**src/rtl/aidc_lite_code_arbiter.sv**
```systemverilog
// rtl/aidc_lite_code_arbiter.sv - round-robin arbiter sharing one code-concatenate unit among block requesters
module aidc_lite_code_arbiter #(
    parameter int NUM_REQ   = 2,
    parameter int DATA_SIZE = 66,
    parameter int TIMEOUT   = 32
) (
    input  logic                           clk,
    input  logic                           rst,
    input  logic [NUM_REQ-1:0]             req_valid_i,
    input  logic [NUM_REQ-1:0]             req_sop_i,
    input  logic [NUM_REQ-1:0]             req_eop_i,
    input  logic [NUM_REQ*DATA_SIZE-1:0]   req_data_i,
    input  logic [NUM_REQ*7-1:0]           req_size_i,
    output logic [NUM_REQ-1:0]             req_ready_o,
    output logic                           valid_o,
    output logic                           sop_o,
    output logic                           eop_o,
    output logic [DATA_SIZE-1:0]           data_o,
    output logic [6:0]                     size_o,
    input  logic                           cc_done_i,
    input  logic                           cc_fail_i,
    output logic                           blk_done_o,
    output logic                           blk_fail_o,
    output logic [2:0]                     blk_id_o,
    output logic                           err_o
);

    localparam int CW = $clog2(TIMEOUT) + 1;

    typedef enum logic [1:0] {
        S_IDLE,
        S_STREAM,
        S_WAIT_DONE
    } state_t;

    state_t                 r_state;
    logic [2:0]             r_grant;
    logic [2:0]             r_last_grant;
    logic [NUM_REQ-1:0]     r_ready;
    logic                   r_first;
    logic                   r_done_seen_low;
    logic [CW-1:0]          r_cnt;
    logic                   r_valid;
    logic                   r_sop;
    logic                   r_eop;
    logic [DATA_SIZE-1:0]   r_data;
    logic [6:0]             r_size;
    logic                   r_blk_done;
    logic                   r_blk_fail;
    logic [2:0]             r_blk_id;
    logic                   r_err;

    logic [NUM_REQ-1:0]     w_cand;
    logic                   w_bad_idle;
    logic                   w_found;
    logic [2:0]             w_pick;
    logic [NUM_REQ-1:0]     w_pick_oh;
    logic                   w_accept;
    logic                   w_sop;
    logic                   w_eop;
    logic [DATA_SIZE-1:0]   w_data;
    logic [6:0]             w_size;

    assign w_cand     = req_valid_i & req_sop_i;
    assign w_bad_idle = |(req_valid_i & ~req_sop_i);

    // Round robin: scan requesters above last_grant first, then wrap to the low ones.
    always_comb begin
        w_found   = 1'b0;
        w_pick    = '0;
        w_pick_oh = '0;
        for (int j = 0; j < NUM_REQ; j++) begin
            if (!w_found && w_cand[j] && (3'(j) > r_last_grant)) begin
                w_found = 1'b1;
                w_pick  = 3'(j);
            end
        end
        for (int j = 0; j < NUM_REQ; j++) begin
            if (!w_found && w_cand[j] && (3'(j) <= r_last_grant)) begin
                w_found = 1'b1;
                w_pick  = 3'(j);
            end
        end
        for (int j = 0; j < NUM_REQ; j++) begin
            w_pick_oh[j] = (3'(j) == w_pick);
        end
    end

    always_comb begin
        w_accept = 1'b0;
        w_sop    = 1'b0;
        w_eop    = 1'b0;
        w_data   = '0;
        w_size   = '0;
        for (int k = 0; k < NUM_REQ; k++) begin
            if (3'(k) == r_grant) begin
                w_accept = req_valid_i[k] & r_ready[k] & (r_state == S_STREAM);
                w_sop    = req_sop_i[k];
                w_eop    = req_eop_i[k];
                w_data   = req_data_i[k*DATA_SIZE +: DATA_SIZE];
                w_size   = req_size_i[k*7 +: 7];
            end
        end
    end

    always_ff @(posedge clk) begin
        if (rst) begin
            r_state         <= S_IDLE;
            r_grant         <= '0;
            r_last_grant    <= 3'(NUM_REQ - 1);
            r_ready         <= '0;
            r_first         <= 1'b0;
            r_done_seen_low <= 1'b0;
            r_cnt           <= '0;
            r_valid         <= 1'b0;
            r_sop           <= 1'b0;
            r_eop           <= 1'b0;
            r_data          <= '0;
            r_size          <= '0;
            r_blk_done      <= 1'b0;
            r_blk_fail      <= 1'b0;
            r_blk_id        <= '0;
            r_err           <= 1'b0;
        end else begin
            r_valid    <= 1'b0;
            r_sop      <= 1'b0;
            r_eop      <= 1'b0;
            r_blk_done <= 1'b0;
            r_blk_fail <= 1'b0;
            case (r_state)
                S_IDLE: begin
                    if (w_bad_idle) begin
                        r_err <= 1'b1;
                    end
                    if (w_found) begin
                        r_grant         <= w_pick;
                        r_ready         <= w_pick_oh;
                        r_first         <= 1'b1;
                        r_done_seen_low <= 1'b0;
                        r_state         <= S_STREAM;
                    end
                end
                S_STREAM: begin
                    if (!cc_done_i) begin
                        r_done_seen_low <= 1'b1;
                    end
                    if (w_accept) begin
                        r_valid <= 1'b1;
                        r_sop   <= w_sop;
                        r_eop   <= w_eop;
                        r_data  <= w_data;
                        r_size  <= w_size;
                        r_first <= 1'b0;
                        // A second sop inside a block is passed through but flagged.
                        if (w_sop && !r_first) begin
                            r_err <= 1'b1;
                        end
                        if (w_eop) begin
                            r_ready <= '0;
                            r_cnt   <= '0;
                            r_state <= S_WAIT_DONE;
                        end
                    end
                end
                S_WAIT_DONE: begin
                    if (!cc_done_i) begin
                        r_done_seen_low <= 1'b1;
                    end
                    // A done level is trusted only after it has dropped once for this block.
                    if (r_done_seen_low && cc_done_i) begin
                        r_blk_done   <= 1'b1;
                        r_blk_fail   <= cc_fail_i;
                        r_blk_id     <= r_grant;
                        r_last_grant <= r_grant;
                        r_state      <= S_IDLE;
                    end else if (r_cnt == CW'(TIMEOUT - 1)) begin
                        r_blk_done <= 1'b1;
                        r_blk_fail <= 1'b1;
                        r_blk_id   <= r_grant;
                        r_err      <= 1'b1;
                        r_state    <= S_IDLE;
                    end else begin
                        r_cnt <= r_cnt + CW'(1);
                    end
                end
                default: begin
                    r_state <= S_IDLE;
                end
            endcase
        end
    end

    assign req_ready_o = r_ready;
    assign valid_o     = r_valid;
    assign sop_o       = r_sop;
    assign eop_o       = r_eop;
    assign data_o      = r_data;
    assign size_o      = r_size;
    assign blk_done_o  = r_blk_done;
    assign blk_fail_o  = r_blk_fail;
    assign blk_id_o    = r_blk_id;
    assign err_o       = r_err;

endmodule

```
**config.mk**
```make
export PLATFORM = sky130hd
export DESIGN_NAME = aidc_lite_code_arbiter
export DESIGN_NICKNAME = d
export VERILOG_FILES = /design/src/rtl/aidc_lite_code_arbiter.sv
export SDC_FILE = /design/constraint.sdc
export NUM_CORES = 1
export LEC_CHECK = 0
export BUFFER_PORTS_ARGS = -buffer_cell sky130_fd_sc_hd__buf_2
export CELL_PAD_IN_SITES_DETAIL_PLACEMENT = 1
export CELL_PAD_IN_SITES_GLOBAL_PLACEMENT = 1
export CORE_MARGIN = 2
export CORE_UTILIZATION = 32
export CTS_BUF_LIST = sky130_fd_sc_hd__clkbuf_4 sky130_fd_sc_hd__clkbuf_8
export CTS_CLUSTER_SIZE = 28
export DETAILED_ROUTE_END_ITERATION = 10
export GPL_TIMING_DRIVEN = 0
export PLACE_DENSITY_LB_ADDON = 0.3
export SLEW_MARGIN = 0
export SYNTH_ARGS = -nofsm -noshare
export SYNTH_HDL_FRONTEND = slang
export SYNTH_SLANG_ARGS = --single-unit
```
**constraint.sdc**
```tcl
create_clock -name clk -period 1.85 [get_ports clk]
set_input_delay 0.0925 -clock clk [delete_from_list [all_inputs] [get_ports clk]]
set_output_delay 0.0925 -clock clk [all_outputs]
set_load 0.005 [all_outputs]
```
# Word-level counts from Yosys, hierarchy flattened
# Cells that the tools add are included.
[word_totals] inputBits=156 regBits=100 wordCells=132 out_inout_bits=84
[op_classes] n_eq_ne=15 n_bitwise=10 n_lt_le_gt_ge=4 add_sub_neg=1 mux=50 n_reduce_logical=36
[ops] cell="66-bit 2-to-1 mux" n=2
[ops] cell="1-bit 2-to-1 mux" n=24
[ops] cell="6-bit 2-to-1 mux" n=4
[ops] cell="2-bit 2-to-1 mux" n=8
[ops] cell="2-bit != test (second input constant)" n=8
[ops] cell="7-bit 2-to-1 mux" n=2
[ops] cell="3-bit 2-to-1 mux" n=4
[ops] cell="6-bit one-hot mux with 2 select lines" n=1
[ops] cell="1-bit logical AND" n=9
[ops] cell="2-bit AND reduction" n=4
[ops] cell="4-bit AND reduction" n=2
[ops] cell="2-bit nonzero test" n=4
[ops] cell="2-bit OR reduction" n=4
[ops] cell="6-bit by 1-bit adder with 6-bit output (second input constant)" n=1
[ops] cell="1-bit by 3-bit equality test with 1-bit output (first input constant)" n=2
[ops] cell="6-bit by 5-bit equality test with 1-bit output (second input constant)" n=1
[ops] cell="1-bit by 3-bit > comparator with 1-bit output (first input constant)" n=2
[ops] cell="1-bit by 3-bit <= comparator with 1-bit output (first input constant)" n=2
[ops] cell="3-bit logical NOT" n=2
[ops] cell="2-bit one-hot mux with 3 select lines" n=1
[ops] cell="3-bit AND reduction" n=2
[ops] cell="6-bit AND reduction" n=1
[ops] cell="5-bit AND reduction" n=1
[ops] cell="1-bit AND" n=4
[ops] cell="14 further kinds" n=21

# Longest topological paths before layout
# Gate-level depths: netlist of run 1.
[logic_depth] ltp_word=18 mapped_depth=8 mapped_depth_nobuf=6

# Worst setup path before layout of run 1
# No wires, ideal clock.
[synth_timing] kind="register to register" from="register r_state[0]" to="register r_cnt[2]" path_slack_ns=0.147 t_required_ns=1.780 n_path_buf=1 synth_period_minus_slack_ns=1.703 setup_time_ns=0.070 path_stages_with_launch=8 t_arrival_ns=1.633 cell_sequence="dfxtp_1 inv_1 ha_1 nand3_1 o21ai_1 clkbuf_1 or4_1 a21oi_1"
[synth_between] elab_chain_len=6 word_cells_on_any_way=13 classes_between="eq/ne: 6; mux: 3; bitwise: 2; reduce/logical: 2"
[synth_lines] item="start: declaration" line="36" rtl="state_t r_state;"
[synth_lines] item="start signal: assignment" line="108" rtl="r_state <= S_IDLE;"
[synth_lines] item="start signal: assignment" line="140" rtl="r_state <= S_STREAM;"
[synth_lines] item="start signal: assignment" line="161" rtl="r_state <= S_WAIT_DONE;"
[synth_lines] item="2-bit by 1-bit equality test with 1-bit output" line="97, 130"
[synth_lines] item="1-bit AND" line="97" rtl="w_accept = req_valid_i[k] & r_ready[k] & (r_state == S_STREAM);"
[synth_lines] item="1-bit 2-to-1 mux (2 in a row)" line="96" rtl="if (3'(k) == r_grant) begin"
[synth_lines] item="2-bit != test (no source line)"
[synth_lines] item="5-bit AND reduction (no source line)"
[synth_lines] item="end signal: assignment" line="183" rtl="r_cnt <= r_cnt + CW'(1);"
[synth_lines] item="end: declaration" line="42" rtl="logic [CW-1:0] r_cnt;"
# Parallel ways exist; a longest one is shown, timed or not.
# A chain may end at the register's enable or synchronous reset.

# Worst setup path after layout of run 1
# Same ends and word-level chain as after synthesis.

==> results of run 1 <==
## final cells by class
cell class	instances	share of cell area, %
plain buffers	39	3.732
clock buffers	10	2.201
clock inverters	6	1.048
inverters	11	0.7338
multi-input cells	310	36.62
flip-flops and latches	94	31.55
well taps	176	3.690
repair buffers	240	20.42
## kinds of logic after synthesis
logic type | after synthesis
DFF | 94
and+or+nand+nor | 113
adders and majority gates | 5
AOI/OAI and AO/OA | 111
muxes | 79
buffers and inverters | 50
other | 1
## layer usage
metal | track usage [%] | share of wire [%] | vias to the layer above
met1 | 23.66 | 42 | 2016
met2 | 35.71 | 49 | 159
met4 | 7.721 | 2.4 | 0
met3 | 4.705 | 6.6 | 24
li1 | - | - | 2138
met5 | 0 | 0 | -
## stage by stage
stage | total power [W] | util, % | setup TNS (ns)
2_1_floorplan | 0.003264 | - | 0
3_3_place_gp | 0.003782 | 43.19 | -2.397
3_5_place_dp | 0.003848 | 43.19 | -4.348
4_1_cts | 0.005247 | 45.10 | 0
5_1_grt | 0.005521 | 45.43 | -0.01152
6_report | 0.005210 | 45.43 | 0
## report_power, final
| part | leakage, nW | internal (W) | switching (W) | total (W) |
|---|---|---|---|---|
| clock network | 0.0917 | 0.000635 | 0.000733 | 0.00137 |
| logic | 1.70 | 0.000699 | 0.000827 | 0.00153 |
| registers | 0.760 | 0.00220 | 0.000115 | 0.00232 |
| total | 2.55 | 0.00354 | 0.00167 | 0.00521 |
## synthesized netlist by cell type (all sizes together), types with 2 or more instances
master  count
dfxtp      94
nor2       80
mux2i      79
a211oi     74
buf        25
clkbuf     14
a21oi      10
nand2      10
inv         9
nand3       6
o21ai       6
ha          5
o21a        4
o31ai       4
nand2b      3
or4         3
a21boi      2
a22oi       2
a31oi       2
clkinv      2
nand3b      2
nor2b       2
o32ai       2
## worst max-delay path: stages (launching register included)
cell     delay [ns]
dfxtp_2        0.36
inv_1          0.07
ha_2           0.22
nand3_2        0.11
o21ai_1        0.10
buf_4          0.18
or4_1          0.46
a21oi_1        0.15
## sequential cells by signal, indices dropped and copies added, names as in the netlist
| register | count |
|---|---|
| r_grant | 1 |
| r_done_seen_low | 1 |
| sop_o | 1 |
| r_cnt | 6 |
| blk_id_o | 1 |
| r_first | 1 |
| size_o | 7 |
| valid_o | 1 |
| r_last_grant | 1 |
| r_state | 2 |
| req_ready_o | 2 |
| blk_fail_o | 1 |
| err_o | 1 |
| data_o | 66 |
| eop_o | 1 |
| blk_done_o | 1 |
## worst paths after layout
| kind | endpoint | slack, ns | cells past startpoint |
|---|---|---|---|
| hold reg to reg | err_o$_SDFFE_PP0P_ | 0.45 | 2 |
| setup / recovery | r_cnt[2]$_SDFFE_PP0P_ | 0.12 | 7 |
| hold / removal | data_o[25]$_SDFFE_PP0N_ | 0.05 | 3 |
| setup reg to reg | r_cnt[2]$_SDFFE_PP0P_ | 0.12 | 7 |
## timing repair
item / in CTS / in global routing
endpoints found under the setup margin: 73 / 67
hold endpoints to repair: 2 / 0
resized for setup: 8 / 16
hold buffers: 3 / 0
setup buffers: 1 / 0
==> flow_summary.ini, run 1 <==
[synthesis]
synthTopCellsByArea = dfxtp_1 (44%), mux2i_1 (19%), a211oi_1 (13%)
synthAdderAreaFrac_pct = 1.465
ys_seq_elements = 94
synth_edf_count = 0
synth_compound_area_share_pct = 18.85
synth_cells = 453
yosysWarnings = 0
synthMuxAreaShare_pct = 18.52
synth-async-reset-ratio_pct = 0
synth_top_family_by_area = compound AO/OA/AOI/OAI gates
seq_area_frac_synth_pct = 44.08
synth_cell_types = 41
yosysTopAreaCellShare_pct = 44.08
synth.avg_cell_area_um2 = 9.424
synth_top_cell_by_area = dfxtp_1
syn-cell-area_mm2 = 0.004269
yosys.area_share.simple_pct = 11.49
synthFlopType = dfxtp_1
synth_xor_area_share_pct = 0

[critical_path]
crit_start = r_state[0]$_SDFFE_PP0P_
crit_arrival_ns = 2.02
cp-end-kind = flop
required_ns = 2.14
worst-setup-path-type = reg2reg
timing.rr.start = r_state[0]$_SDFFE_PP0P_
cp-start-kind = flop
cp_max_fo = 10

[cts]
tritoncts = yes
cts_buffers = 9
path_clk_slew_ns = 0.10
htree_levels = 3
root_buffer = clkbuf_8
cts_sinks = 94
clock_latency_ns = 0.37
cts_max_path_buffers = 2

[finish]
stdcell_count = 886
final_cell_mix = buf_2 (249), dfxtp_1 (93), nor2_1 (80)
antenna_cells = 0
final_common_cell = buf_2
multiInputGateArea_mm2 = 0.002186
fin_nets = 866
fin_area_mm2 = 0.005968
ff_latch_area_mm2 = 0.001883
fillers = 1636
syn_to_final_growth_pct = 39.80
final_layout_size_suffix_gt1_share_pct = 40.42

[global_routing]
grt_pass1_vias = 4582
grt_pass1_wl_um = 22860
grt_overflow = 0
grt_usage_pct = 20.20
grt_max_degree = 16
grt_antenna_before_repair = 0

[sta]
hold_viol = 0
tightest_slew_ns = 0.7171
hold_slack_ns = 0.04897
setup-violations-final = 0
report.final.slew_viol_count = 0
max_slew_margin_pct = 52.19
skew_ns = 0.01229
setup_ws_ns = 0.1212
finalCritPeriodShare_pct = 93.45
min_period_ns = 1.729
fmax_mhz = 578.4
rsz0062_at_grt = true

[placement]
dp_slack_ns = -0.1776
dp.cells = 866
hpwl_um = 11360
gp_congestion = 0.8168
place_area_mm2 = 0.005674
port_buffers = 236

[power]
max-vdd-ir-drop_mv = 0.3391
power.density_mw_per_mm2 = 873.0
p_leak_nw = 2.555

[route]
num_vias = 4337
drt-initial-drc-count = 152
routed_wirelength_um = 14520
wire_per_inst_um = 16.39
avgViaCountPerCell = 4.895
final_antenna_net_count = 0
drc = 0
first_pass_iters = 6

[floorplan]
dieArea_mm2 = 0.01428
die_y_um = 119.5
die_w_um = 119.5
design.core.area_mm2 = 0.01314
start_util_pct = 32.50
io_pins = 240
rows = 42

[worst_hold_path]
hold_start = req_data_i[25]
hp-class = in2reg

[run]
cap_violations = 0

[status]
run_status = finished, final reports clean
Note: power is estimated with default switching activity, not from simulation.
==> run 2, diff against run 1 <==
ABC_AREA = 1   (was unset)
CORE_UTILIZATION = 30   (was 32)
REMOVE_ABC_BUFFERS = 1   (was unset)
==> run 2 against run 1 <==
Routed wire length rose by 64%. Flip-flop and latch count unchanged. Non-clock buffer count is 116 higher. Highest routed layer unchanged. Sequential power about the same. Final area up 22%. Global-route usage grew 12 points. Setup slack worse by 0.033 ns.
==> flow_summary.ini, run 2 <==
[route]
num_vias = 6022
avgViaCountPerCell = 5.358
final_antenna_net_count = 0
routed_wirelength_um = 23830
drc = 0
first_pass_iters = 5
wire_per_inst_um = 21.20
drt-initial-drc-count = 346

[synthesis]
synthTopCellsByArea = dfxtp_1 (46%), nand2_1 (17%), a31oi_1 (11%)
synth_common_cells = nand2_1 (191), dfxtp_1 (94), a31oi_1 (74)
synth_edf_count = 0
synth_most_common_cell = nand2_1
synth_top_cell_by_area = dfxtp_1
seq_area_frac_synth_pct = 45.51
syn-cell-area_mm2 = 0.004135
synth_cell_types = 27
ys_seq_elements = 94
synthFlopType = dfxtp_1
synth_cells = 567
synth-async-reset-ratio_pct = 0
yosysWarnings = 0
synth.avg_cell_area_um2 = 7.293
yosysTopAreaCellShare_pct = 45.51

[power]
swShare_pct = 35.62
p_leak_nw = 3.505
p_sw_w = 0.001976
internal_power_w = 0.003570
clkPwrFrac_pct = 24.9
p_seq_share_pct = 41.4
max-vdd-ir-drop_mv = 0.3253
power.density_mw_per_mm2 = 761.9
comb_power_share_pct = 33.7

[worst_hold_path]
hp-class = in2reg

[critical_path]
cp-end-kind = flop
cp-start-kind = flop
cp_max_fo = 30
required_ns = 2.12
crit_arrival_ns = 2.04
worst-setup-path-type = reg2reg

[cts]
clock_latency_ns = 0.39
cts_sinks = 94
htree_levels = 3
path_clk_slew_ns = 0.10
cts_buffers = 9
cts_max_path_buffers = 2
tritoncts = yes
root_buffer = clkbuf_8

[sta]
tightest_slew_ns = 0.6878
skew_ns = 0.01326
setup-violations-final = 0
report.final.slew_viol_count = 0
max_slew_margin_pct = 54.08
min_period_ns = 1.762
rsz0062_at_grt = false
fmax_mhz = 567.6
finalCritPeriodShare_pct = 95.24
hold_viol = 0

[global_routing]
grt_pass1_vias = 6791
grt_pass1_wl_um = 35720
grt_antenna_before_repair = 7
grt_overflow = 0
grt_usage_pct = 31.81
grt_max_degree = 46

[floorplan]
dieArea_mm2 = 0.01474
rows = 42
io_pins = 240
die_w_um = 121.4
die_y_um = 121.4
start_util_pct = 30.98
design.core.area_mm2 = 0.01335

[finish]
largest_register_ffs = 66
fillers = 1669
ff_latch_area_mm2 = 0.001886
fin_area_mm2 = 0.007279
stdcell_count = 1124
final_common_cell = buf_2
final_layout_size_suffix_gt1_share_pct = 29.39
fin_nets = 1095
syn_to_final_growth_pct = 76.04
multiInputGateArea_mm2 = 0.001976
final_cell_mix = buf_2 (237), nand2_1 (189), dlygate4sd3_1 (148)

[status]
run_status = finished, final reports clean

[placement]
gp_congestion = 0.7977
hpwl_um = 10640
place_area_mm2 = 0.005373
port_buffers = 237
dp.cells = 940

[run]
cap_violations = 0
[run 2: cells by family after synthesis]
kind of cell / after synthesis / share of synthesized area (%)
and+or+nand+nor: 225 / 21.27
DFF: 94 / 45.51
other: 1 / 0.09068
adders and majority gates: 5 / 1.513
AOI/OAI and AO/OA: 177 / 23.90
xor gates and xnor gates: 2 / 0.4237
buffers and inverters: 63 / 7.292
[run 2: final timing paths]
| check | start | to | slack [ns] | cells after the start |
|---|---|---|---|---|
| setup reg to reg | r_grant[0]$_SDFFE_PP0P_ | data_o[22]$_SDFFE_PP0N_ | 0.09 | 8 |
| hold / removal | req_eop_i[1] | eop_o$_SDFF_PP0_ | 0.02 | 3 |
| setup / recovery | r_grant[0]$_SDFFE_PP0P_ | data_o[22]$_SDFFE_PP0N_ | 0.09 | 8 |
| hold reg to reg | err_o$_SDFFE_PP0P_ | err_o$_SDFFE_PP0P_ | 0.46 | 2 |
[run 2: final cells by class]
type | count | share of cell area, %
diodes | 9 | 0.3094
clock buffers | 13 | 2.372
clock inverters | 3 | 0.2406
inverters | 20 | 1.616
multi-input cells | 411 | 27.14
flip-flops and latches | 94 | 25.90
well taps | 176 | 3.025
repair buffers | 395 | 39.03
repair inverters | 3 | 0.3609
[run 2: what timing repair did]
item                                   4_1_cts  5_1_grt
endpoints found under the hold margin       75        0
hold buffers                               148        0
cloned                                       4        1
setup endpoints to repair                   90       38
gates resized for setup                     13        4
setup buffers                                5        1
pin swaps                                    0        1
[run 2: power groups by stage]
stage / sequential [W] / clock [W] / combinational, W
2_1_floorplan: 0.00236 / 0 / 0.000747
3_3_place_gp: 0.00238 / 0 / 0.00124
3_5_place_dp: 0.00239 / 0 / 0.00129
4_1_cts: 0.00228 / 0.00141 / 0.00174
5_1_grt: 0.00232 / 0.00147 / 0.00204
6_report: 0.00230 / 0.00138 / 0.00187
[run 2: through the flow]
stage / hold WS [ns] / TNS (ns) / power, W / setup slack [ns] / util [%]
floorplan: 0.1616 / -166.29 / 0.003106 / -2.018 / -
global placement: 0.3049 / -368.35 / 0.003626 / -4.336 / 39.85
detailed placement: 0.3248 / -130.14 / 0.003680 / -1.738 / 40.25
CTS: 0.0001222 / 0 / 0.005441 / 0.02505 / 53.96
global route: 0.01836 / 0 / 0.005822 / 0.007948 / 54.50
finish: 0.02376 / 0 / 0.005546 / 0.08808 / 54.54
[run 2: per-layer routing]
| metal | vias up | global-route usage (%) | wire length, um |
|---|---|---|---|
| met1 | 2929 | 33.04 | 8865 |
| met4 | 0 | 21.19 | 1409 |
| li1 | 2669 | - | - |
| met5 | - | 0 | 0 |
| met2 | 319 | 56.71 | 12070 |
| met3 | 105 | 7.519 | 1487 |
[run 2: critical path, cell delays in order (launching register included)]
cell and delay (ns):
dfxtp_4 0.45, inv_16 0.09, nand3_1 0.10, nand2_1 0.11
nand2_4 0.18, clkinv_16 0.14, clkbuf_16 0.23, o21ai_0 0.26
a31oi_1 0.07
